[src/rtl/icap_stream_gearbox_pkg.sv]
// Shared constants and helpers for the ICAP stream gearbox (AES block to ICAP word).
package icap_stream_gearbox_pkg;

    localparam int unsigned AES_BLOCK_W = 128;
    localparam int unsigned ICAP_W      = 32;

    // Number of output slices produced by one input word.
    function automatic int unsigned slice_ratio(input int unsigned in_w, input int unsigned out_w);
        return in_w / out_w;
    endfunction

    // Reverse bit order within one byte.
    function automatic logic [7:0] bitrev8(input logic [7:0] b);
        logic [7:0] r;
        for (int unsigned i = 0; i < 8; i++) begin
            r[i] = b[7 - i];
        end
        return r;
    endfunction

endpackage

[src/rtl/icap_stream_gearbox_slice_mux.sv]
// Combinational slice selector with optional per-byte bit reversal.
// Build option: ICAP_BITSWAP_EN enables the byte bit-reverse on the selected slice.
module gearbox_slice_mux
    import icap_stream_gearbox_pkg::*;
#(
    parameter int unsigned IN_W      = AES_BLOCK_W,
    parameter int unsigned OUT_W     = ICAP_W,
    parameter bit          MSW_FIRST = 1'b1,
    parameter int unsigned SW        = 2
) (
    input  logic [IN_W-1:0]  word,
    input  logic [SW-1:0]    sel,
    output logic [OUT_W-1:0] slice
);

    localparam int unsigned R = slice_ratio(IN_W, OUT_W);

    logic [OUT_W-1:0] plain;

    // Slice index 0 maps to the top of the word when MSW_FIRST is set.
    always_comb begin
        plain = '0;
        for (int unsigned i = 0; i < R; i++) begin
            if (sel == SW'(i)) begin
                if (MSW_FIRST) begin
                    plain = word[(R - 1 - i) * OUT_W +: OUT_W];
                end else begin
                    plain = word[i * OUT_W +: OUT_W];
                end
            end
        end
    end

`ifdef ICAP_BITSWAP_EN
    always_comb begin
        slice = plain;
        for (int unsigned b = 0; b < OUT_W / 8; b++) begin
            slice[b * 8 +: 8] = bitrev8(plain[b * 8 +: 8]);
        end
    end
`else
    assign slice = plain;
`endif

endmodule

[src/rtl/icap_stream_gearbox.sv]
// Wide-to-narrow stream gearbox feeding an ICAP port: DEPTH-entry word store, serialised OUT_W slices.
// Build option: ICAP_BITSWAP_EN (handled in gearbox_slice_mux).
module icap_stream_gearbox
    import icap_stream_gearbox_pkg::*;
#(
    parameter int unsigned IN_W      = AES_BLOCK_W,
    parameter int unsigned OUT_W     = ICAP_W,
    parameter int unsigned DEPTH     = 4,
    parameter bit          MSW_FIRST = 1'b1
) (
    input  logic                       clk,
    input  logic                       rst,
    input  logic                       flush,
    input  logic                       write_en,
    input  logic [IN_W-1:0]            data_in,
    output logic                       in_ready,
    input  logic                       read_en,
    output logic [OUT_W-1:0]           data_out,
    output logic                       data_valid,
    output logic                       icap_csib,
    output logic [$clog2(DEPTH):0]     level,
    output logic                       overflow
);

    localparam int unsigned R  = slice_ratio(IN_W, OUT_W);
    localparam int unsigned SW = (R > 1) ? $clog2(R) : 1;
    localparam int unsigned AW = $clog2(DEPTH);
    localparam int unsigned LW = AW + 1;

    logic [IN_W-1:0]  mem [DEPTH];
    logic [AW-1:0]    wr_ptr;
    logic [AW-1:0]    rd_ptr;
    logic [LW-1:0]    level_q;
    logic [SW-1:0]    slice_q;
    logic             full_q;
    logic             overflow_q;
    logic             push;
    logic             consume;
    logic             pop;
    logic [OUT_W-1:0] mux_out;

    // full_q is registered, so a pop while full only frees space from the next cycle.
    assign in_ready   = ~rst & ~flush & ~full_q;
    assign push       = write_en & in_ready;
    assign data_valid = (level_q != '0);
    assign consume    = data_valid & read_en;
    assign pop        = consume & (slice_q == SW'(R - 1));
    assign icap_csib  = ~consume;
    assign level      = level_q;
    assign overflow   = overflow_q;
    assign data_out   = data_valid ? mux_out : '0;

    always_ff @(posedge clk) begin
        if (push) begin
            mem[wr_ptr] <= data_in;
        end
    end

    always_ff @(posedge clk) begin
        if (rst) begin
            wr_ptr     <= '0;
            rd_ptr     <= '0;
            level_q    <= '0;
            slice_q    <= '0;
            full_q     <= 1'b0;
            overflow_q <= 1'b0;
        end else if (flush) begin
            wr_ptr  <= '0;
            rd_ptr  <= '0;
            level_q <= '0;
            slice_q <= '0;
            full_q  <= 1'b0;
        end else begin
            if (push) begin
                wr_ptr <= wr_ptr + 1'b1;
            end
            if (consume) begin
                slice_q <= pop ? '0 : slice_q + 1'b1;
            end
            if (pop) begin
                rd_ptr <= rd_ptr + 1'b1;
            end
            case ({push, pop})
                2'b10: begin
                    level_q <= level_q + 1'b1;
                    full_q  <= (level_q == LW'(DEPTH - 1));
                end
                2'b01: begin
                    level_q <= level_q - 1'b1;
                    full_q  <= 1'b0;
                end
                default: ;
            endcase
            if (write_en & ~in_ready) begin
                overflow_q <= 1'b1;
            end
        end
    end

    gearbox_slice_mux #(
        .IN_W      (IN_W),
        .OUT_W     (OUT_W),
        .MSW_FIRST (MSW_FIRST),
        .SW        (SW)
    ) u_slice_mux (
        .word  (mem[rd_ptr]),
        .sel   (slice_q),
        .slice (mux_out)
    );

endmodule

[config.mk]
export PLATFORM = sky130hd
export DESIGN_NAME = icap_stream_gearbox
export DESIGN_NICKNAME = d
export VERILOG_FILES = /design/src/rtl/icap_stream_gearbox_pkg.sv /design/src/rtl/icap_stream_gearbox_slice_mux.sv /design/src/rtl/icap_stream_gearbox.sv
export SDC_FILE = /design/constraint.sdc
export NUM_CORES = 1
export LEC_CHECK = 0
export CORE_ASPECT_RATIO = 1.2
export CORE_MARGIN = 1.5
export CORE_UTILIZATION = 39
export DETAILED_ROUTE_END_ITERATION = 10
export GPL_ROUTABILITY_DRIVEN = 0
export HOLD_SLACK_MARGIN = 0.05
export PLACE_DENSITY = 0.58
export SETUP_SLACK_MARGIN = 0.4
export SYNTH_ARGS = -nofsm -noshare
export SYNTH_HDL_FRONTEND = slang
export SYNTH_SLANG_ARGS = --single-unit
[constraint.sdc]
create_clock -name clk -period 11 [get_ports clk]
set_clock_uncertainty 0.15 [all_clocks]
set_input_delay 3.3 -clock clk [delete_from_list [all_inputs] [get_ports clk]]
set_output_delay 3.3 -clock clk [all_outputs]
set_load 0.05 [all_outputs]
==> flow_summary.json, run 1 <==
{
  "period_needed_ps": 8520,
  "fillerInstances": 4349,
  "synthesis.area_per_instance_um2": 17.9,
  "grt_pass1_wl_um": 69500,
  "crit_fanout": 13,
  "clkSlewWorstSetupHoldPaths_ps": 60,
  "placement.io_buffers": 171,
  "groute.usage.overall": 0.176,
  "final_max_slew_viol_count": 0,
  "yosys.area.top_type_share": 0.752,
  "io_pins": 172,
  "syn2layout_area_growth_pct": 20.0,
  "synth_flop_cell": "sky130_fd_sc_hd__edfxtp_1",
  "synth_top_cells_by_area": "sky130_fd_sc_hd__edfxtp_1, sky130_fd_sc_hd__mux2i_1, sky130_fd_sc_hd__o22ai_1",
  "setup_total_negative_slack_ps": 0,
  "r2r_end": "level[2]",
  "wire_per_inst_um": 23.0,
  "report.final.hold_viol_count": 0,
  "worst_min_path_start": "overflow",
  "cell_internal_pwr_uw": 3290,
  "first_global_vias": 11000,
  "critical_path.n_buffers_inverters": 2,
  "synth_commonest_cells": "sky130_fd_sc_hd__edfxtp_1, sky130_fd_sc_hd__mux2i_1, sky130_fd_sc_hd__o22ai_1, sky130_fd_sc_hd__nor2_1, sky130_fd_sc_hd__a21oi_1",
  "vias": 10800,
  "clock-root-buffer": "sky130_fd_sc_hd__clkbuf_16",
  "design_power_total_uw": 4080,
  "critPathCaptureType": "output port",
  "grt_setup_unrepaired": "false",
  "post_synth_instance_area_um2": 20400,
  "origin_of_the_critical_flop_to_flop_path": "level[0]",
  "synth_seq_cells": 525,
  "timing.final.setup_violations": 0,
  "num-nets-final": 1457,
  "die_h_um": 254,
  "timing.max_slew.rel_slack": 0.227,
  "synthesized_netlist_net_count": 1282,
  "min-delay-path-class": "flip-flop to flip-flop",
  "required_ps": 7550,
  "seqPwrFrac": 0.544,
  "max_freq_ghz": 0.117,
  "fraction_of_registers_with_async_set_reset": 0,
  "final_layout_size_suffix_gt1_frac": 0.0819,
  "cts_tree": "built",
  "critical-path-top-cell-by-count": "sky130_fd_sc_hd__clkdlybuf4s50_1",
  "power.switching_fraction": 0.194,
  "final_worst_slack_ps": 2480,
  "syn-instance-count": 1139,
  "detailed_place_hpwl_um": 26900,
  "type_of_the_worst_setup_path": "input port to output port",
  "drv_cap": 0,
  "worst_ep_arrival_time_ps": 5070,
  "critical_path.top_delay_family": "buffers and inverters",
  "grt_antenna_before_repair": 7,
  "post-cts-setup-buffer-count": 0,
  "fp-row-count": 91,
  "tritoncts_num_sinks": 525,
  "detail_route.vias_per_cell": 5.24,
  "yosysSeqAreaShare": 0.765,
  "number_of_enable_flip_flop_cells_after_synthesis": 512,
  "drt_iter0_drc": 620,
  "synth_most_common_cell": "sky130_fd_sc_hd__edfxtp_1",
  "power.static_leakage_uw": 0.00726,
  "largest_vdd_supply_drop_mv": 0.116,
  "inserted_clock_buffers": 52,
  "rr_worst_depth": 9,
  "synth.distinct_cells": 36,
  "clock_path_buffers": 3,
  "hold_end": "overflow",
  "global_route.overflow_total": 0,
  "insertion_delay_ps": 580,
  "outcome": "finished, final reports clean",
  "grt_start_max_net_pins": 59,
  "htree_levels": 2,
  "critical_path_cell_count": 4,
  "floorplan.core_area_um2": 51600,
  "start_util": 0.396,
  "multiInputGateArea_um2": 4460,
  "drt-pass1-iter-count": 4,
  "wl_um": 47200,
  "die_w_um": 212,
  "switchingPower_uw": 791,
  "slowest_delay_ps": 800,
  "crit_slowest_cell": "sky130_fd_sc_hd__clkdlybuf4s50_1",
  "worstHoldPathCells": 2,
  "combPwrFrac": 0.028,
  "cts_resized": 0,
  "ctsHoldBuffers": 0,
  "netlist.top_cell.by_area": "sky130_fd_sc_hd__edfxtp_1",
  "area.sequential_um2": 15600,
  "yosysWarningCount": 0,
  "timing_worst_slew_pin_value_ps": 1160,
  "post_route_clock_period_utilization": 0.774,
  "power.clock.fraction": 0.428,
  "pwr_density_cell_nw_per_um2": 166,
  "detailedPlace.worstSlack_ps": 2480,
  "remaining_drcs": 0,
  "floorplan.die_area_um2": 53800,
  "final_antenna_net_count": 0,
  "crit_path_start_kind": "input port",
  "timing.critical_path.cells": "clkdlybuf4s50_1 -> or2_2 -> nor2_1 -> clkdlybuf4s50_1",
  "setup.reg_to_reg.worst_slack_ps": 8000
}
cell families after synthesis:
logic type / Yosys count / share of synthesized area
multiplexers: 257 / 0.126
flip-flops: 525 / 0.765
XOR/XNOR: 5 / 0.00214
AND/OR/NAND/NOR: 67 / 0.0153
adder cells (fa/ha/maj): 10 / 0.00649
AO/OA/AOI/OAI: 199 / 0.0666
buffers and inverters: 76 / 0.0184
per-stage QoR:
step	cells	util	cell area (µm²)	hold slack (ps)
2_1_floorplan	1139	-	20400	319
3_3_place_gp	1957	0.443	22900	314
3_5_place_dp	1957	0.443	22900	322
4_1_cts	2052	0.475	24500	340
5_1_grt	2052	0.475	24500	368
6_report	2053	0.476	24500	336
how the worst max path moves through the flow:
stage                      from       end
after floorplan           flush  in_ready
after global placement    flush  in_ready
after detailed placement  flush  in_ready
after CTS                 flush  in_ready
after global routing        rst  in_ready
final                     flush  in_ready
worst reg2reg max path: stages (launching register included):
cell and delay, ps:
sky130_fd_sc_hd__dfxtp_1 390, sky130_fd_sc_hd__nor3_4 180, sky130_fd_sc_hd__buf_4 520, sky130_fd_sc_hd__inv_1 200, sky130_fd_sc_hd__and3_1 270, sky130_fd_sc_hd__ha_1 240, sky130_fd_sc_hd__fa_1 390, sky130_fd_sc_hd__xnor2_1 150
sky130_fd_sc_hd__or3_1 310, sky130_fd_sc_hd__a21oi_1 140
layout make-up:
type                            count  share of cell area
Inverter                            7             0.00107
Antenna cell                        1            0.000102
Clock buffer                       61              0.0553
Tap cell                          697              0.0356
Clock inverter                     34              0.0127
Timing Repair Buffer              190              0.0756
Sequential cell                   525               0.638
Multi-Input combinational cell    538               0.182
metal layers:
layer	vias up	GRT usage	share of wire
li1	4912	-	-
met5	-	0	0.0017
met1	5527	0.221	0.42
met4	12	0.0500	0.024
met2	224	0.306	0.51
met3	83	0.0384	0.049
sequential cells by signal, indices dropped and copies added (netlist names), named ones only:
signal and cells:
mem 512, level 3, rd_ptr 2, slice_q 2
wr_ptr 2, full_q 1, overflow 1
power by group through the flow:
| stage | clock (µW) | combinational, µW | sequential [µW] |
|---|---|---|---|
| after floorplan | 0 | 32.1 | 2260 |
| after detailed placement | 0 | 117 | 2260 |
| final | 1750 | 116 | 2220 |
| after global placement | 0 | 114 | 2260 |
| after CTS | 1780 | 117 | 2220 |
| after global routing | 1860 | 125 | 2220 |
cell usage in the layout (no fill, tap or decap), types with 2 or more instances in the layout:
master / instances
sky130_fd_sc_hd__clkbuf_1: 8
sky130_fd_sc_hd__a221o_1: 32
sky130_fd_sc_hd__dfxtp_4: 2
sky130_fd_sc_hd__xor2_1: 2
sky130_fd_sc_hd__edfxtp_1: 512
sky130_fd_sc_hd__ha_1: 7
sky130_fd_sc_hd__nand2_1: 6
sky130_fd_sc_hd__clkbuf_16: 53
sky130_fd_sc_hd__o21bai_1: 32
sky130_fd_sc_hd__clkdlybuf4s50_1: 171
sky130_fd_sc_hd__clkinvlp_4: 3
sky130_fd_sc_hd__and2_4: 4
sky130_fd_sc_hd__dfxtp_1: 11
sky130_fd_sc_hd__nor2_1: 40
sky130_fd_sc_hd__ha_2: 2
sky130_fd_sc_hd__bufinv_16: 6
sky130_fd_sc_hd__nand2_2: 2
sky130_fd_sc_hd__o22ai_1: 96
sky130_fd_sc_hd__a21oi_1: 36
sky130_fd_sc_hd__buf_4: 19
sky130_fd_sc_hd__clkinv_1: 13
sky130_fd_sc_hd__nand2b_2: 2
sky130_fd_sc_hd__inv_1: 7
sky130_fd_sc_hd__xnor2_1: 3
sky130_fd_sc_hd__clkinv_2: 12
sky130_fd_sc_hd__mux2i_1: 257
sky130_fd_sc_hd__or3_1: 2
No activity file was read; power rests on OpenSTA's default activity.
==> inputs of run 2 (changes only) <==
--- a/config.mk
+++ b/config.mk
@@ -11,7 +11,7 @@
 export DETAILED_ROUTE_END_ITERATION = 10
 export GPL_ROUTABILITY_DRIVEN = 0
 export HOLD_SLACK_MARGIN = 0.05
-export PLACE_DENSITY = 0.58
+export PLACE_DENSITY = 0.61
 export SETUP_SLACK_MARGIN = 0.4
 export SYNTH_ARGS = -nofsm -noshare
 export SYNTH_HDL_FRONTEND = slang
==> constraint.sdc (replaced) <==
create_clock -name clk -period 7.5 [get_ports clk]
set_clock_uncertainty 0.15 [all_clocks]
set_input_delay 2.25 -clock clk [delete_from_list [all_inputs] [get_ports clk]]
set_output_delay 2.25 -clock clk [all_outputs]
set_load 0.05 [all_outputs]
==> run 2 against run 1 <==
Power is 48% higher. Clock power is 50% higher. Sequential power is 46% higher. Count of clock-buffer cells in the layout is 1 higher. Cell area is 0.66% higher. Utilization is 0.31 points higher. Highest routed layer unchanged.
==> flow_summary.json, run 2 (synthesis gave the netlist of run 1 again) <==
{
  "outcome": "finished, final reports clean",
  "die_w_um": 212,
  "largest_register_ff_count": 512,
  "combPwrFrac": 0.028,
  "worstHoldPathCells": 2,
  "period_needed_ps": 6420,
  "critical_path.n_buffers_inverters": 2,
  "design_power_total_uw": 6040,
  "tritoncts_num_sinks": 525,
  "crit_slowest_cell": "sky130_fd_sc_hd__clkdlybuf4s50_1",
  "final_layout_size_suffix_gt1_frac": 0.0844,
  "worst_ep_arrival_time_ps": 4020,
  "timing.final.setup_violations": 0,
  "cell_internal_pwr_uw": 4860,
  "final_worst_slack_ps": 1080,
  "ctsHoldBuffers": 0,
  "inserted_clock_buffers": 52,
  "num-nets-final": 1463,
  "crit_path_start_kind": "input port",
  "report.final.hold_viol_count": 0,
  "htree_levels": 2,
  "clkSlewWorstSetupHoldPaths_ps": 60,
  "insertion_delay_ps": 600,
  "drv_cap": 0,
  "most-common-layout-cells": "sky130_fd_sc_hd__edfxtp_1, sky130_fd_sc_hd__mux2i_1, sky130_fd_sc_hd__clkdlybuf4s50_1, sky130_fd_sc_hd__o22ai_1, sky130_fd_sc_hd__clkbuf_16",
  "first_global_vias": 11100,
  "switchingPower_uw": 1170,
  "start_util": 0.396,
  "max_flop_register": "mem",
  "area.sequential_um2": 15600,
  "wl_um": 47600,
  "critical-path-top-cell-by-count": "sky130_fd_sc_hd__clkdlybuf4s50_1",
  "power.clock.fraction": 0.433,
  "finalCoreUtilization": 0.479,
  "grt_setup_unrepaired": "false",
  "vias": 10700,
  "remaining_drcs": 0,
  "fillerInstances": 4363,
  "clock-root-buffer": "sky130_fd_sc_hd__clkbuf_16",
  "clock_path_buffers": 3,
  "final_antenna_net_count": 0,
  "drt-pass1-iter-count": 5,
  "drt_iter0_drc": 597,
  "final_max_slew_viol_count": 0,
  "detailed_place_hpwl_um": 27900,
  "post_route_clock_period_utilization": 0.856,
  "type_of_the_worst_setup_path": "input port to output port",
  "detailedPlace.worstSlack_ps": 1070,
  "crit_fanout": 13,
  "timing.critical_path.cells": "clkdlybuf4s50_1 -> or2_2 -> nor2_1 -> clkdlybuf4s50_1",
  "groute.usage.overall": 0.178,
  "floorplan.die_area_um2": 53800,
  "min-delay-path-class": "flip-flop to flip-flop",
  "wire_per_inst_um": 23.1,
  "grt_pass1_wl_um": 69900,
  "io_pins": 172,
  "floorplan.core_area_um2": 51600,
  "post-cts-setup-buffer-count": 0,
  "largest_vdd_supply_drop_mv": 0.190,
  "pwr_density_cell_nw_per_um2": 244,
  "rr_worst_depth": 8,
  "slowest_delay_ps": 810,
  "r2r_end": "level[2]",
  "syn2layout_area_growth_pct": 20.8,
  "seqPwrFrac": 0.538,
  "max_freq_ghz": 0.156,
  "global_route.overflow_total": 0,
  "critical_path.top_delay_family": "buffers and inverters",
  "cts_resized": 0,
  "required_ps": 5100,
  "origin_of_the_critical_flop_to_flop_path": "level[0]",
  "power.static_leakage_uw": 0.00733,
  "timing.max_slew.rel_slack": 0.269,
  "setup_total_negative_slack_ps": 0,
  "fp-row-count": 91,
  "worst_min_path_start": "overflow",
  "layout_commonest_cell": "sky130_fd_sc_hd__edfxtp_1",
  "power.switching_fraction": 0.195,
  "timing_worst_slew_pin_value_ps": 1090,
  "critPathCaptureType": "output port",
  "grt_start_max_net_pins": 78,
  "hold_end": "overflow",
  "die_h_um": 254,
  "placement.io_buffers": 171,
  "detail_route.vias_per_cell": 5.21,
  "grt_antenna_before_repair": 6,
  "setup.reg_to_reg.worst_slack_ps": 4520,
  "multiInputGateArea_um2": 4460,
  "cts_tree": "built"
}
run 2: changes by cell type in the layout (fill, tap and decap cells not counted):
cell,change
sky130_fd_sc_hd__buf_12,+6
sky130_fd_sc_hd__clkinv_2,-6
sky130_fd_sc_hd__clkinv_4,+4
sky130_fd_sc_hd__clkinvlp_4,-3
sky130_fd_sc_hd__clkinv_1,+2
sky130_fd_sc_hd__inv_6,+2
sky130_fd_sc_hd__bufinv_16,+1
sky130_fd_sc_hd__clkbuf_1,+1
run 2: layer usage:
layer	GRT usage	vias to the layer above	wire, µm
met5	0	-	63
met4	0.0457	10	909
met3	0.0372	79	2520
met2	0.318	239	24700
met1	0.218	5454	19400
li1	-	4943	-
run 2: area by class of cell:
cell class,count,share of cell area
sequential,525,0.634
tap,697,0.0353
clock buffer,62,0.0551
multi-input combinational,538,0.181
timing repair buffer,196,0.0800
clock inverter,34,0.0141
inverter,7,0.00106
antenna,1,0.000101
run 2: worst register-to-register path: cells and delay by family (launching register included):
kind | cells | cell delay (ps)
flops | 1 | 380
compound gates | 1 | 140
simple gates | 3 | 1240
buf+inv | 1 | 240
xor+xnor | 1 | 140
fa+ha+maj | 2 | 630
run 2: power groups by stage:
stage | logic, µW | clock network (µW) | registers [µW]
2_1_floorplan | 47.1 | 0 | 3320
3_3_place_gp | 167 | 0 | 3310
3_5_place_dp | 171 | 0 | 3310
4_1_cts | 172 | 2670 | 3250
5_1_grt | 182 | 2780 | 3250
6_report | 170 | 2620 | 3250
run 2: worst max path at each step:
stage / startpoint / to / slack [ps] / cells past startpoint
floorplan: flush / mem[1][0] / 830 / 4
global placement: flush / in_ready / 1060 / 4
detailed placement: flush / in_ready / 1070 / 4
CTS: slice_q[0] / data_out[11] / 1000 / 6
global route: slice_q[0] / data_out[5] / 910 / 6
finish: flush / in_ready / 1080 / 4
run 2: metrics by stage:
| stage | instance area (µm²) | std cells | hold slack (ps) |
|---|---|---|---|
| 2_1_floorplan | 20400 | 1139 | 319 |
| 3_3_place_gp | 23000 | 1963 | 316 |
| 3_5_place_dp | 23000 | 1963 | 325 |
| 4_1_cts | 24700 | 2059 | 336 |
| 5_1_grt | 24700 | 2060 | 368 |
| 6_report | 24700 | 2060 | 332 |
==> inputs of run 3 (changes only) <==
--- a/config.mk
+++ b/config.mk
@@ -8,8 +8,10 @@
 export CORE_ASPECT_RATIO = 1.2
 export CORE_MARGIN = 1.5
 export CORE_UTILIZATION = 39
+export CTS_CLUSTER_DIAMETER = 30
 export DETAILED_ROUTE_END_ITERATION = 10
 export GPL_ROUTABILITY_DRIVEN = 0
+export GPL_TIMING_DRIVEN = 0
 export HOLD_SLACK_MARGIN = 0.05
 export PLACE_DENSITY = 0.61
 export SETUP_SLACK_MARGIN = 0.4
==> run 3 against run 2 <==
Utilization is 3.2 points higher. Largest power group is now the clock network. Count of clock-buffer cells in the layout is 39 higher. Largest cell class unchanged. Die area stayed put. Non-clock buffer count is 52 higher. Clock power is 58% higher. Routed wire length is 4.2% higher. Power is 25% higher. Global-route usage is 0.86 points higher.
==> flow_summary.json, run 3 (synthesis gave the netlist of run 1 again) <==
{
  "timing_worst_slew_pin_value_ps": 895,
  "grt_busiest_layer": "met2",
  "cts_resized": 0,
  "type_of_the_worst_setup_path": "input port to output port",
  "drt-pass1-iter-count": 5,
  "groute.usage.overall": 0.187,
  "setup_total_negative_slack_ps": 0,
  "cts_tree": "built",
  "crit_path_start_kind": "input port",
  "largest_vdd_supply_drop_mv": 0.178,
  "design_power_total_uw": 7560,
  "drv_cap": 0,
  "wl_um": 49500,
  "grt_antenna_before_repair": 11,
  "first_global_vias": 11600,
  "timing.max_slew.rel_slack": 0.404,
  "num-nets-final": 1554,
  "timing.critical_path.cells": "clkdlybuf4s50_1 -> or2_2 -> clkbuf_1 -> clkbuf_1 -> nor2_1 -> clkdlybuf4s50_1",
  "outcome": "finished, final reports clean",
  "drt_iter0_drc": 609,
  "floorplan.core_area_um2": 51600,
  "setup.reg_to_reg.worst_slack_ps": 4630,
  "worst_ep_arrival_time_ps": 4290,
  "timing.final.setup_violations": 0,
  "num_antenna_cells": 0,
  "htree_levels": 3,
  "vias": 11100,
  "ctsHoldBuffers": 0,
  "fp-row-count": 91,
  "grt_pass1_wl_um": 72700,
  "largest_register_ff_count": 512,
  "inserted_clock_buffers": 91,
  "crit_fanout": 10,
  "syn2layout_area_growth_pct": 29.0,
  "die_w_um": 212,
  "clkSlewWorstSetupHoldPaths_ps": 50,
  "grt_setup_unrepaired": "false",
  "critical_path.n_buffers_inverters": 4,
  "remaining_drcs": 0,
  "groute.layer.met2.usage": 0.317,
  "max_freq_ghz": 0.150,
  "max_flop_register": "mem",
  "crit_slowest_cell": "sky130_fd_sc_hd__clkdlybuf4s50_1",
  "critical_path.top_delay_family": "buffers and inverters",
  "clock-root-buffer": "sky130_fd_sc_hd__clkbuf_16",
  "min-delay-path-class": "flip-flop to flip-flop",
  "fillerInstances": 4196,
  "report.final.hold_viol_count": 0,
  "power.static_leakage_uw": 0.00818,
  "layout_commonest_cell": "sky130_fd_sc_hd__edfxtp_1",
  "global_route.usage.met3": 0.0434,
  "area.sequential_um2": 15600,
  "final_layout_size_suffix_gt1_frac": 0.132,
  "grt_use_met1": 0.229,
  "slowest_delay_ps": 810,
  "period_needed_ps": 6690,
  "die_h_um": 254,
  "critPathCaptureType": "output port",
  "grt_start_max_net_pins": 55,
  "insertion_delay_ps": 610,
  "multiInputGateArea_um2": 4430,
  "most-common-layout-cells": "sky130_fd_sc_hd__edfxtp_1, sky130_fd_sc_hd__mux2i_1, sky130_fd_sc_hd__clkdlybuf4s50_1, sky130_fd_sc_hd__o22ai_1, sky130_fd_sc_hd__clkbuf_16",
  "clock_path_buffers": 3,
  "detailed_place_hpwl_um": 31700,
  "post-cts-setup-buffer-count": 0,
  "global_route.overflow_total": 0,
  "required_ps": 5100,
  "wire_per_inst_um": 22.7,
  "pwr_density_cell_nw_per_um2": 287,
  "placement.io_buffers": 171,
  "floorplan.die_area_um2": 53800,
  "detail_route.vias_per_cell": 5.11,
  "start_util": 0.396,
  "io_pins": 172,
  "tritoncts_num_sinks": 525,
  "post_route_clock_period_utilization": 0.892,
  "final_max_slew_viol_count": 0,
  "final_antenna_net_count": 0
}
==> run 3: cell count changes in the layout (fill, tap and decap cells not counted), sizes merged <==
cell,change
inv,+8
clkinvlp,+8
diode,-1
clkinv,+6
clkbuf,+70
bufinv,+6
buf,+21
==> run 3: final timing paths <==
check        startpoint       end  cells past startpoint
max reg2reg    level[0]  level[2]                      8
min reg2reg      full_q    full_q                      2
max               flush  in_ready                      6
min              full_q    full_q                      2
==> run 3: worst register-to-register path: stages, from the launching register on <==
cell and delay, ps:
sky130_fd_sc_hd__dfxtp_1 370, sky130_fd_sc_hd__nor3_2 590, sky130_fd_sc_hd__inv_1 210, sky130_fd_sc_hd__and3_1 270
sky130_fd_sc_hd__ha_1 230, sky130_fd_sc_hd__fa_1 390, sky130_fd_sc_hd__xnor2_1 140, sky130_fd_sc_hd__or3_1 310
sky130_fd_sc_hd__a21oi_1 140
==> run 3: where the power goes <==
group | switching (µW) | internal [µW]
Combinational | 87.9 | 85.6
Clock | 1400 | 2720
Sequential | 5.58 | 3250
Total | 1500 | 6060
==> run 3: layer usage <==
metal | part of all wire | routed length (µm)
met1 | 0.41 | 20200
met2 | 0.50 | 24900
met3 | 0.057 | 2830
met4 | 0.029 | 1410
met5 | 0.0031 | 155
==> run 3: through the flow <==
stage | hold slack, ps | std cells | util | setup slack [ps] | area, µm²
floorplan | 319 | 1139 | - | 830 | 20400
global placement | 320 | 2007 | 0.446 | -2380 | 23000
detailed placement | 346 | 2015 | 0.451 | 794 | 23200
CTS | 355 | 2178 | 0.511 | 791 | 26400
global route | 388 | 2178 | 0.511 | 725 | 26400
finish | 355 | 2178 | 0.511 | 812 | 26400
==> run 3: final cells by class <==
cell class	count	area share
Buffer	69	0.0132
Multi-Input combinational cell	538	0.168
Clock buffer	101	0.0894
Clock inverter	62	0.0285
Inverter	7	0.000997
Tap cell	697	0.0331
Sequential cell	525	0.593
Timing Repair Buffer	179	0.0733
